## config.mk

```make
export PLATFORM = sky130hd
export DESIGN_NAME = barrel_shift_pipe
export DESIGN_NICKNAME = d
export VERILOG_FILES = /design/src/rtl/barrel_shift_pkg.sv /design/src/rtl/barrel_shift_stage.sv /design/src/rtl/barrel_shift_pipe.sv
export SDC_FILE = /design/constraint.sdc
export NUM_CORES = 1
export LEC_CHECK = 0
export BUFFER_PORTS_ARGS = -buffer_cell sky130_fd_sc_hd__buf_2
export CAP_MARGIN = 20
export CELL_PAD_IN_SITES_DETAIL_PLACEMENT = 0
export CELL_PAD_IN_SITES_GLOBAL_PLACEMENT = 1
export CORE_MARGIN = 5
export CORE_UTILIZATION = 40
export CTS_CLUSTER_DIAMETER = 200
export CTS_CLUSTER_SIZE = 25
export DETAILED_ROUTE_END_ITERATION = 8
export GPL_TIMING_DRIVEN = 0
export PLACE_DENSITY_LB_ADDON = 0.25
export SYNTH_ARGS = -nofsm -noshare
export SYNTH_HDL_FRONTEND = slang
export SYNTH_SLANG_ARGS = --single-unit
export TNS_END_PERCENT = 30
```

## constraint.sdc

```tcl
create_clock -name clk -period 1.4 [get_ports clk]
set_input_delay 0.14 -clock clk [delete_from_list [all_inputs] [get_ports clk]]
set_output_delay 0.14 -clock clk [all_outputs]
set_load 0.01 [all_outputs]
```

## src/rtl/barrel_shift_pkg.sv

```systemverilog
// ============================================================================
//  Module      : barrel_shift_pkg
//  Description : Shared mode encoding and width check for barrel_shift_pipe.
//  Revision    : 1.0 - initial release
// ============================================================================
`default_nettype none

package barrel_shift_pkg;

    typedef enum logic [1:0] {
        BS_SLL = 2'b00,
        BS_SRL = 2'b01,
        BS_SRA = 2'b10,
        BS_ROL = 2'b11
    } bs_mode_t;

    // Data width must be a power of two and at least 4 bits.
    function automatic bit bs_width_ok(input int width);
        return (width >= 4) && ((width & (width - 1)) == 0);
    endfunction

endpackage : barrel_shift_pkg

`default_nettype wire

```

## src/rtl/barrel_shift_stage.sv

```systemverilog
// ============================================================================
//  Module      : barrel_shift_stage
//  Description : One registered log2 stage: shift by SHIFT or pass through,
//                with valid/ready hold. Rotate honoured when
//                BARREL_SHIFT_ROTATE_EN is defined, otherwise ROL acts as SLL.
//  Revision    : 1.0 - initial release
// ============================================================================
`default_nettype none

module barrel_shift_stage
    import barrel_shift_pkg::*;
#(
    parameter  int WIDTH   = 16,
    parameter  int SHIFT   = 1,
    localparam int AW      = $clog2(WIDTH),
    localparam int SEL_BIT = $clog2(SHIFT)
) (
    input  logic             clk,
    input  logic             rst_n,
    input  logic             valid_i,
    output logic             ready_o,
    input  logic [WIDTH-1:0] data_i,
    input  bs_mode_t         mode_i,
    input  logic [AW-1:0]    amt_i,
    output logic             valid_o,
    input  logic             ready_i,
    output logic [WIDTH-1:0] data_o,
    output bs_mode_t         mode_o,
    output logic [AW-1:0]    amt_o
);

    logic             valid_q;
    logic [WIDTH-1:0] data_q;
    logic [WIDTH-1:0] data_d;
    bs_mode_t         mode_q;
    logic [AW-1:0]    amt_q;
    logic [AW-1:0]    amt_d;
    logic             w_load;

    // An empty slot always loads, so bubbles collapse toward the output.
    assign w_load  = !valid_q || ready_i;
    assign ready_o = w_load;

    always_comb begin
        data_d = data_i;
        if (amt_i[SEL_BIT]) begin
            case (mode_i)
                BS_SRL: data_d = {{SHIFT{1'b0}}, data_i[WIDTH-1:SHIFT]};
                BS_SRA: data_d = {{SHIFT{data_i[WIDTH-1]}}, data_i[WIDTH-1:SHIFT]};
`ifdef BARREL_SHIFT_ROTATE_EN
                BS_ROL: data_d = {data_i[WIDTH-SHIFT-1:0], data_i[WIDTH-1:WIDTH-SHIFT]};
`endif
                default: data_d = {data_i[WIDTH-SHIFT-1:0], {SHIFT{1'b0}}};
            endcase
        end
    end

    always_comb begin
        amt_d          = amt_i;
        amt_d[SEL_BIT] = 1'b0;
    end

    always_ff @(posedge clk or negedge rst_n) begin
        if (!rst_n) begin
            valid_q <= 1'b0;
            data_q  <= '0;
            mode_q  <= BS_SLL;
            amt_q   <= '0;
        end else if (w_load) begin
            valid_q <= valid_i;
            if (valid_i) begin
                data_q <= data_d;
                mode_q <= mode_i;
                amt_q  <= amt_d;
            end
        end
    end

    assign valid_o = valid_q;
    assign data_o  = data_q;
    assign mode_o  = mode_q;
    assign amt_o   = amt_q;

endmodule : barrel_shift_stage

`default_nettype wire

```

## src/rtl/barrel_shift_pipe.sv

```systemverilog
// ============================================================================
//  Module      : barrel_shift_pipe
//  Description : Pipelined WIDTH-bit barrel shifter (SLL/SRL/SRA/ROL), one
//                log2 stage per slot, valid/ready flow control.
//                Optional macro: BARREL_SHIFT_ROTATE_EN enables mode 11 = ROL.
//  Revision    : 1.0 - initial release
// ============================================================================
`default_nettype none

module barrel_shift_pipe
    import barrel_shift_pkg::*;
#(
    parameter int WIDTH = 16,
    parameter int AW    = $clog2(WIDTH)
) (
    input  logic             clk,
    input  logic             rst_n,
    input  logic             in_valid,
    output logic             in_ready,
    input  logic [WIDTH-1:0] in_data,
    input  logic [AW-1:0]    in_amt,
    input  logic [1:0]       in_mode,
    output logic             out_valid,
    input  logic             out_ready,
    output logic [WIDTH-1:0] out_data,
    output logic             out_zero
);

    if (!bs_width_ok(WIDTH)) begin : g_width_check
        $error("barrel_shift_pipe: WIDTH must be a power of two >= 4");
    end

    // Index k is the input side of stage k; index AW is the pipe output.
    logic [AW:0]      w_valid;
    logic [AW:0]      w_ready;
    logic [WIDTH-1:0] w_data [AW+1];
    bs_mode_t         w_mode [AW+1];
    logic [AW-1:0]    w_amt  [AW+1];
    logic             w_unused;

    assign w_valid[0] = in_valid;
    assign w_data[0]  = in_data;
    assign w_mode[0]  = bs_mode_t'(in_mode);
    assign w_amt[0]   = in_amt;
    assign w_ready[AW] = out_ready;
    assign in_ready   = w_ready[0];

    for (genvar k = 0; k < AW; k++) begin : g_stage
        barrel_shift_stage #(
            .WIDTH (WIDTH),
            .SHIFT (1 << k)
        ) u_stage (
            .clk     (clk),
            .rst_n   (rst_n),
            .valid_i (w_valid[k]),
            .ready_o (w_ready[k]),
            .data_i  (w_data[k]),
            .mode_i  (w_mode[k]),
            .amt_i   (w_amt[k]),
            .valid_o (w_valid[k+1]),
            .ready_i (w_ready[k+1]),
            .data_o  (w_data[k+1]),
            .mode_o  (w_mode[k+1]),
            .amt_o   (w_amt[k+1])
        );
    end

    assign out_valid = w_valid[AW];
    assign out_data  = w_data[AW];
    assign out_zero  = ~|w_data[AW];

    // Mode and residual amount are fully consumed by the last stage.
    assign w_unused = ^{w_mode[AW], w_amt[AW]};

endmodule : barrel_shift_pipe

`default_nettype wire

```

Word level (Yosys, flattened, before mapping)
Index checks and enable logic that the tools add are counted.
Word-level totals
  flip-flop bits (word level): 80
  input port bits: 26
  output and inout bits: 19
Operators by class
  equality and inequality tests: 8
  mux-type cells: 8
  reductions and logical operators: 14
Operators with widths (number)
  $pmux 16 s2: 4
  $mux 16: 4
  $reduce_or 16->1: 1
  $eq 2x1->1 const B: 4
  $eq 2x2->1 const B: 4
  $reduce_and 2->1: 4
  $logic_not 1->1: 5
  $logic_or 1x1->1: 4

Longest topological paths before layout
Gate-level depths: netlist of the first run.
  depth after elaboration: 6
  depth in mapped cells: 8

Cells and area by module
From an unflattened synthesis of the first run, not the netlist that was laid out.
Unflattened totals
  cell total of the unflattened synthesis: 485
  area total of the unflattened synthesis: 5032.3 µm²
Modules (own cells, without submodules)
  barrel_shift_stage at g_stage[1].u_stage: times used 1, cells an instance 125, area each 1373.8 µm²
  barrel_shift_stage at g_stage[2].u_stage: times used 1, cells an instance 121, area each 1244.9 µm²
  barrel_shift_stage at g_stage[0].u_stage: times used 1, cells an instance 121, area each 1208.7 µm²
  barrel_shift_stage at g_stage[3].u_stage: times used 1, cells an instance 113, area each 1171.1 µm²
  barrel_shift_pipe: times used 1, cells an instance 5, area each 33.8 µm²

Least setup slack after synthesis of the first run
Ideal clock, no wire load.
  kind: register to register
  start point: reg g_stage[1].u_stage.mode_q[0]
  end point: reg g_stage[2].u_stage.data_q[10]
  arrival: 1.432 ns
  slack: -0.155 ns
  cell stages (with the launch flop): 8
  clock period less this slack: 1.555 ns
  cells stage by stage: dfrtp_1 > inv_1 > ha_1 > o21ba_2 > buf_6 > a221o_1 > o21ai_1 > o21ai_1
On the way
  word-level cells in the longest chain between the ends: 3
  elaborated cells between the ends (all ways): 4
  classes of those cells: eq/ne: 2; mux: 2
Ends and longest elaborated chain
  start: declaration: line barrel_shift_stage.sv:35  | bs_mode_t mode_q;
  start signal: assignment: line barrel_shift_stage.sv:73  | mode_q <= mode_i;
  $eq 2x2->1 or $eq 2x1->1 (tied branches): line barrel_shift_stage.sv:47  | case (mode_i)
  $pmux 16 s2 *: line barrel_shift_stage.sv:47
  $mux 16 *: line barrel_shift_stage.sv:46  | if (amt_i[SEL_BIT]) begin
  end signal: assignment: line barrel_shift_stage.sv:72  | data_q <= data_d;
  end: declaration: line barrel_shift_stage.sv:33  | logic [WIDTH-1:0] data_q;
Mark *: on every way between the ends. The rest lies on a longest branch, timed or not.
A chain may end at the register's enable or synchronous reset.

Worst setup path after layout of the first run
  start point: reg g_stage[1].u_stage.mode_q[1]
  end point: reg g_stage[2].u_stage.data_q[0]
Same word-level chain as after synthesis.

==> results of run 1 <==
cell families after synthesis:
family	share of synthesized area, %
buffers and inverters	5.954
adders and majority gates	2.443
AOI/OAI and AO/OA	25.89
and+or+nand+nor	15.76
DFF	48.85
muxes	1.099
report_power, final:
group	switching, W	total (W)	internal, W
clock network	0.000806	0.00165	0.000846
registers	0.000785	0.00381	0.00303
logic	0.00198	0.00357	0.00159
total	0.00357	0.00903	0.00546
layout make-up:
type / count / area (µm²)
Tap cell: 136 / 170.2
Fill cell: 972 / 4972
Timing Repair Buffer: 64 / 410.4
Inverter: 16 / 60.06
Buffer: 32 / 215.2
Multi-Input combinational cell: 338 / 2126
Clock buffer: 10 / 137.6
Clock inverter: 3 / 43.79
Sequential cell: 80 / 2003
through the flow:
| step | cell area (µm²) | cells | utilization, % | setup TNS, ns | setup slack, ns |
|---|---|---|---|---|---|
| finish | 5166 | 679 | 50.96 | -2.508 | -0.1859 |
| global route | 5166 | 679 | 50.96 | -4.929 | -0.2207 |
| CTS | 4970 | 674 | 49.02 | -3.142 | -0.1830 |
| detailed placement | 4541 | 649 | 44.79 | -9.337 | -0.2791 |
| global placement | 4511 | 648 | 44.49 | -36.84 | -0.3559 |
| floorplan | 4120 | 468 | - | -1.350 | -0.09061 |
final timing paths:
check                                              from                             to  slack [ns]
setup / recovery           g_stage[1].u_stage.mode_o[1]   g_stage[2].u_stage.data_o[0]       -0.19
hold / removal                                in_amt[3]    g_stage[0].u_stage.amt_o[3]        0.03
setup reg to reg           g_stage[1].u_stage.mode_o[1]   g_stage[2].u_stage.data_o[0]       -0.19
hold reg to reg             g_stage[0].u_stage.amt_o[2]    g_stage[1].u_stage.amt_o[2]        0.47
max in group asynchronous                         rst_n     g_stage[3].u_stage.valid_o        0.65
min in group asynchronous                         rst_n  g_stage[3].u_stage.data_o[12]        0.17
synth_stat cells, types with 2 or more instances:
master	number	area share (%)
a21oi_1	34	4.2
a221o_1	7	1.7
a31oi_1	8	1.2
a32oi_1	12	2.6
buf_1	2	0.18
buf_2	17	2.1
buf_6	4	1.1
clkbuf_1	9	0.82
dfrtp_1	80	49
ha_1	8	2.4
inv_1	15	1.4
mux2_1	3	0.82
nand2_1	111	10
nand2b_1	5	0.76
nand3_1	4	0.49
nand3b_1	2	0.37
nor2_1	12	1.1
nor2b_1	6	0.92
nor4_1	4	0.61
o21ai_0	52	6.4
o21ai_1	22	2.7
o21ai_2	3	0.64
o22ai_1	13	2.0
o31ai_1	21	3.8
or2_2	3	0.46
per-layer routing:
layer / vias up / GRT usage [%]
met3: 19 / 2.729
met4: 0 / 7.543
met1: 1785 / 22.55
li1: 1804 / -
met5: - / 0
met2: 93 / 30.96
flip-flops by register name, indices dropped and copies added, names as in the netlist:
register / flops
g_stage.u_stage.amt_o: 6
g_stage.u_stage.data_o: 64
g_stage.u_stage.mode_o: 6
g_stage.u_stage.valid_o: 4
worst max-delay path, cell delays in order (launching register included):
cell and delay, ns:
dfrtp_1 0.42, ha_4 0.29, o21ba_4 0.16, buf_2 0.15, buf_4 0.13, a31oi_1 0.20, o21ai_0 0.10
what timing repair did:
action                                  CTS  global route
buffers inserted                          9             5
hold buffers                              4             0
endpoints found under the setup margin   59            68
pin swaps                                21            16
hold endpoints to repair                 83             0
gates resized for setup                  47            58
gates cloned                              0             1
==> results.cfg, run 1 <==
[run_status]
run_status = finished with violations
violations = negative setup slack

[setup_path]
path_max_fanout = 4
required_ns = 1.64
cp.arrival_ns = 1.82
startpoint_type = flop
endpoint_kind = flop
reg2reg_depth = 6
criticalPathCategory = flop to flop

[cells_and_area]
most-common-layout-cells = nand2_1 (108), dfrtp_1 (79), buf_2 (56)
nets = 575
antenna_cells = 0
area_growth_pct = 26.08
drive_above_1_share_pct = 30.02
layout_commonest_cell = nand2_1

[sta]
setup_viol = 29
final_max_slew_viol_count = 0
period_minus_slack_ns = 1.586
fin_ws_ns = -0.1859
holdWs_ns = 0.02910
relSlewSlack_pct = 64.81
post-route-period-util_pct = 113.3
finClkSkew_ns = 0.01316
rsz0062_at_grt = true
fmax_mhz = 630.6
worstMarginPinSlew_ns = 0.5278
hold_viol = 0

[global_route]
grt_start_max_net_pins = 69
grt_antenna_before_repair = 0
track_usage_pct = 18.02
first_global_vias = 3792
grt_overflow = 0
grt_pass1_wl_um = 18400

[route]
wl_met3_um = 367
vias = 3701
drt-total-wl_um = 10790
vias_per_cell = 5.451
maxUsedRoutingLayer = met4
drt_pass1_iterations = 4
routedWlPerCell_um = 15.90
met1_length_um = 4601
wl_met2_um = 5580
drc = 0
drt.antenna.violating_nets = 0
drt-initial-drc-count = 176

[job]
drv_cap = 0

[placed_design]
dp_hpwl_um = 8076
port-buffer-count = 44
gp_congestion = 0.8026

[logic_synthesis]
synth-seq-cells = 80
synth_flop_cell = dfrtp_1
synth.avg_cell_area_um2 = 8.756
async_flop_share_pct = 100.0
synth.cell_area_um2 = 4098
synthCells = 468
ys_seq_area_share_pct = 48.85
syn_nets = 502
yosysUniqueCellTypes = 36
synth_edf_count = 0
yosysWarnings = 0

[die]
ios = 45
rows = 37
die_w_um = 111.2
start_util_pct = 40.42
fp.dieArea_um2 = 12370
core_um2 = 10140
die_height_um = 111.2

[clock_network]
root_buffer = clkbuf_8
cts_buffers = 9
cts_max_level = 3
cts_tree = built
clockBufferDepth = 2
clk_pin_slew_ns = 0.08
cts.sinks = 80
worstSkewPairLatency_ns = 0.36

[power]
max-vdd-ir-drop_uv = 733.3
power.density_nw_per_um2 = 1748
p_leak_nw = 2.295
total_power_w = 0.009032

[hold_path]
hold_depth = 2
holdCritPathClass = primary input to flop
(Power assumes the default switching activity.)
==> run 2: changes to the inputs <==
Settings changed: CORE_MARGIN 5 to 1, CTS_CLUSTER_DIAMETER 200 to unset, MAX_ROUTING_LAYER set to met4.
==> results.cfg, run 2 (same netlist as run 1, synthesis figures left out) <==
[clock_network]
clockBufferDepth = 2
cts_max_level = 3
cts.sinks = 80
cts_tree = built
cts_buffers = 9
clk_pin_slew_ns = 0.08
worstSkewPairLatency_ns = 0.36
root_buffer = clkbuf_8

[sta]
setup_viol = 22
setup_tns_ns = -1.569
post-route-period-util_pct = 112.6
holdWs_ns = 0.008834
finClkSkew_ns = 0.01098
worstMarginPinSlew_ns = 0.5086
fmax_mhz = 634.5
rsz0062_at_grt = true
final_max_slew_viol_count = 0
hold_viol = 0
period_minus_slack_ns = 1.576
relSlewSlack_pct = 66.10
fin_ws_ns = -0.1761

[route]
drc = 0
drt.antenna.violating_nets = 0
drt-initial-drc-count = 132
vias = 3658
routedWlPerCell_um = 16.15
drt_pass1_iterations = 4
drt-total-wl_um = 10970
vias_per_cell = 5.387

[setup_path]
startpoint_type = flop
crit_slowest_cell = dfrtp_1
cp_top_family = compound AO/OA/AOI/OAI gates
cp.arrival_ns = 1.81
path_max_fanout = 5
cpPeakStageDelay_ns = 0.43
criticalPathCategory = flop to flop
cp_num_buf_inv = 1
path_cells = ha_4 > o21ba_4 > buf_6 > a221o_1 > o21ai_2 > o21ai_1
reg2reg_depth = 6
endpoint_kind = flop
r2r_start = g_stage[1].u_stage.mode_o[1]
required_ns = 1.64
startpoint = g_stage[1].u_stage.mode_o[1]
path_depth = 6

[die]
die_w_um = 103.2
die_height_um = 103.2
start_util_pct = 41.54
rows = 36
fp.dieArea_um2 = 10650
ios = 45
core_um2 = 9864

[cells_and_area]
nets = 575
drive_above_1_share_pct = 29.49
most-common-layout-cells = nand2_1 (108), dfrtp_1 (77), buf_2 (54)
fillers = 938
layout_commonest_cell = nand2_1
largest_reg_flops = 64
design_area_um2 = 5205
area_growth_pct = 27.02
antenna_cells = 0

[global_route]
grt_start_max_net_pins = 53
grt_pass1_wl_um = 17830
first_global_vias = 3571
track_usage_pct = 22.62
grt_antenna_before_repair = 0
grt_overflow = 0

[hold_path]
hold_depth = 2
holdCritPathClass = primary input to flop
min_from = in_amt[1]

[placed_design]
port-buffer-count = 44
dp_hpwl_um = 7835
gp_congestion = 0.9222
placed_area_um2 = 4537
place_ws_ns = -0.2854

[power]
max-vdd-ir-drop_uv = 723.7
power.density_nw_per_um2 = 1770
p_leak_nw = 2.295

[run_status]
run_status = finished with violations
violations = negative setup slack

[job]
drv_cap = 0
run 2: path summary, 6_finish.rpt:
kind	end	slack, ns
worst min register to register	g_stage[1].u_stage.amt_o[3]	0.49
worst max register to register	g_stage[2].u_stage.data_o[9]	-0.18
min in group asynchronous	g_stage[3].u_stage.data_o[5]	0.25
worst min-delay path	g_stage[0].u_stage.amt_o[1]	0.009
max in group asynchronous	g_stage[2].u_stage.valid_o	0.54
worst max-delay path	g_stage[2].u_stage.data_o[9]	-0.18
run 2: power breakdown:
group          switching, W  leakage, nW  internal (W)
logic               0.00194         1.19       0.00153
registers          0.000777        0.993       0.00303
clock network      0.000921        0.107       0.00102
run 2: what timing repair did:
item,CTS,global route
setup endpoints to repair,63,67
pin swaps,27,23
gates cloned,2,1
hold endpoints to repair,30,0
gates resized for setup,60,44
hold buffers,3,0
buffers inserted,10,4
run 2: stage by stage:
stage | total power [W] | std cells | util, %
finish | 0.009213 | 679 | 52.77
floorplan | 0.005507 | 468 | -
global route | 0.009806 | 679 | 52.77
detailed placement | 0.006553 | 646 | 45.99
global placement | 0.006467 | 645 | 45.69
CTS | 0.008961 | 675 | 51.32
run 2: layout make-up:
| class | instances | area (µm²) | share of cell area, % |
|---|---|---|---|
| Inverter | 16 | 60.06 | 1.154 |
| Tap cell | 133 | 166.4 | 3.197 |
| Multi-Input combinational cell | 338 | 2126 | 40.84 |
| Clock buffer | 10 | 127.6 | 2.452 |
| Buffer | 31 | 209.0 | 4.014 |
| Timing Repair Buffer | 65 | 420.4 | 8.077 |
| Clock inverter | 6 | 90.09 | 1.731 |
| Sequential cell | 80 | 2006 | 38.53 |
run 2: worst register-to-register path, delay by kind of cell, from the launching register on:
kind	cells	cell delay [ns]
compound gates	4	0.63
fa+ha+maj	1	0.29
buf+inv	1	0.12
flops	1	0.43
run 2: per-layer routing:
layer	share of wire, %	vias up	routed length (µm)	GRT usage (%)
met4	1.9	0	212	7.692
met3	2.1	20	235	2.688
li1	-	1806	-	-
met2	51	67	5605	39.33
met1	45	1765	4914	27.31
met5	0	-	0	-
==> run 3: changes to the inputs <==
Settings changed: RECOVER_POWER set to 50.
==> results.cfg, run 3 (same netlist as run 1, synthesis figures left out) <==
[placed_design]
dp_hpwl_um = 7835
port-buffer-count = 44
place_ws_ns = -0.2854
gp_congestion = 0.9222

[power]
comb_power_share_pct = 37.7
clkPwrFrac_pct = 21.0
p_leak_nw = 2.289
switching_share_pct = 39.52
p_sw_w = 0.003639
seqPwrFrac_pct = 41.3
internal-power_w = 0.005569
power.density_nw_per_um2 = 1775
max-vdd-ir-drop_uv = 721.0

[cells_and_area]
largest_reg_flops = 64
antenna_cells = 0
regArea_um2 = 2004
finalCoreUtilization_pct = 52.60
multi_input_area_um2 = 2126
drive_above_1_share_pct = 29.30
area_growth_pct = 26.63
layout_commonest_cell = nand2_1
fillers = 938
most-common-layout-cells = nand2_1 (108), dfrtp_1 (78), buf_2 (54)
nets = 575

[die]
rows = 36
die_height_um = 103.2
ios = 45
start_util_pct = 41.54
core_um2 = 9864
fp.dieArea_um2 = 10650
die_w_um = 103.2

[sta]
fmax_mhz = 634.5
setup_viol = 22
holdWs_ns = 0.008817
rsz0062_at_grt = true
final_max_slew_viol_count = 0
post-route-period-util_pct = 112.6
hold_viol = 0
relSlewSlack_pct = 47.84
fin_ws_ns = -0.1761
setup_tns_ns = -1.653
worstMarginPinSlew_ns = 0.7824
period_minus_slack_ns = 1.576
finClkSkew_ns = 0.01105

[global_route]
first_global_vias = 3571
grt_overflow = 0
grt_antenna_before_repair = 0
track_usage_pct = 22.62
grt_start_max_net_pins = 53
grt_pass1_wl_um = 17830

[run_status]
run_status = finished with violations
violations = negative setup slack

[route]
maxUsedRoutingLayer = met4
drt-initial-drc-count = 136
vias_per_cell = 5.378
vias = 3652
wl_met2_um = 5592
drc = 0
wl_met3_um = 244
routedWlPerCell_um = 16.16
met1_length_um = 4921
drt-total-wl_um = 10970
drt.antenna.violating_nets = 0
drt_pass1_iterations = 4

[clock_network]
cts_max_level = 3
worstSkewPairLatency_ns = 0.36
cts.sinks = 80
cts_buffers = 9
root_buffer = clkbuf_8
clk_pin_slew_ns = 0.08
cts_tree = built
clockBufferDepth = 2

[setup_path]
endpoint_kind = flop
startpoint_type = flop
criticalPathCategory = flop to flop
crit_slowest_cell = dfrtp_1
path_max_fanout = 5
r2r_slack_ns = -0.18
path_cells = ha_4 > o21ba_4 > buf_6 > a221o_1 > o21ai_2 > o21ai_1
path_depth = 6
cp.arrival_ns = 1.81
reg2reg_depth = 6
cp_top_family = compound AO/OA/AOI/OAI gates
cp_num_buf_inv = 1
required_ns = 1.64
cpPeakStageDelay_ns = 0.43

[hold_path]
hold_depth = 2
holdCritPathClass = primary input to flop

[job]
drv_cap = 0
run 3: changes by cell type in the layout (fill, tap and decap cells not counted), sizes merged:
cell and delta:
buf -1, clkbuf +1
run 3: routing by layer:
metal	global-route usage, %	vias up
met5	-	-
met4	7.692	0
met3	2.688	20
met2	39.33	69
met1	27.31	1756
li1	-	1807
run 3: power by group through the flow:
stage          sequential [W]  clock [W]  combinational, W
2_1_floorplan         0.00363          0           0.00187
3_3_place_gp          0.00374          0           0.00273
3_5_place_dp          0.00377          0           0.00279
4_1_cts               0.00377    0.00194           0.00325
5_1_grt               0.00391    0.00204           0.00384
6_report              0.00381    0.00193           0.00347
run 3: final timing paths:
| kind | startpoint | end |
|---|---|---|
| max in group asynchronous | rst_n | g_stage[2].u_stage.valid_o |
| worst min-delay path | in_amt[1] | g_stage[0].u_stage.amt_o[1] |
| worst min register to register | g_stage[0].u_stage.amt_o[3] | g_stage[1].u_stage.amt_o[3] |
| worst max-delay path | g_stage[1].u_stage.mode_o[1] | g_stage[2].u_stage.data_o[9] |
| worst max register to register | g_stage[1].u_stage.mode_o[1] | g_stage[2].u_stage.data_o[9] |
| min in group asynchronous | rst_n | g_stage[3].u_stage.data_o[5] |
run 3: final cells by class:
cell class / count / area share, %
sequential: 80 / 38.63
multi-input combinational: 338 / 40.97
inverter: 16 / 1.157
clock buffer: 10 / 2.460
timing repair buffer: 65 / 7.813
tap: 133 / 3.207
clock inverter: 6 / 1.736
buffer: 31 / 4.027
run 3: stage by stage:
stage / total power [W] / instances / instance area (µm²)
global placement: 0.006467 / 645 / 4507
CTS: 0.008961 / 675 / 5062
global route: 0.009800 / 679 / 5189
detailed placement: 0.006553 / 646 / 4537
floorplan: 0.005507 / 468 / 4120
finish: 0.009208 / 679 / 5189
run 3: repair_timing:
item                       in CTS  in global routing
gates resized for setup        60                 44
hold endpoints to repair       30                  0
gates cloned                    2                  1
setup endpoints to repair      63                 67
pin swaps                      27                 23
buffers inserted               10                  4
hold buffers                    3                  0
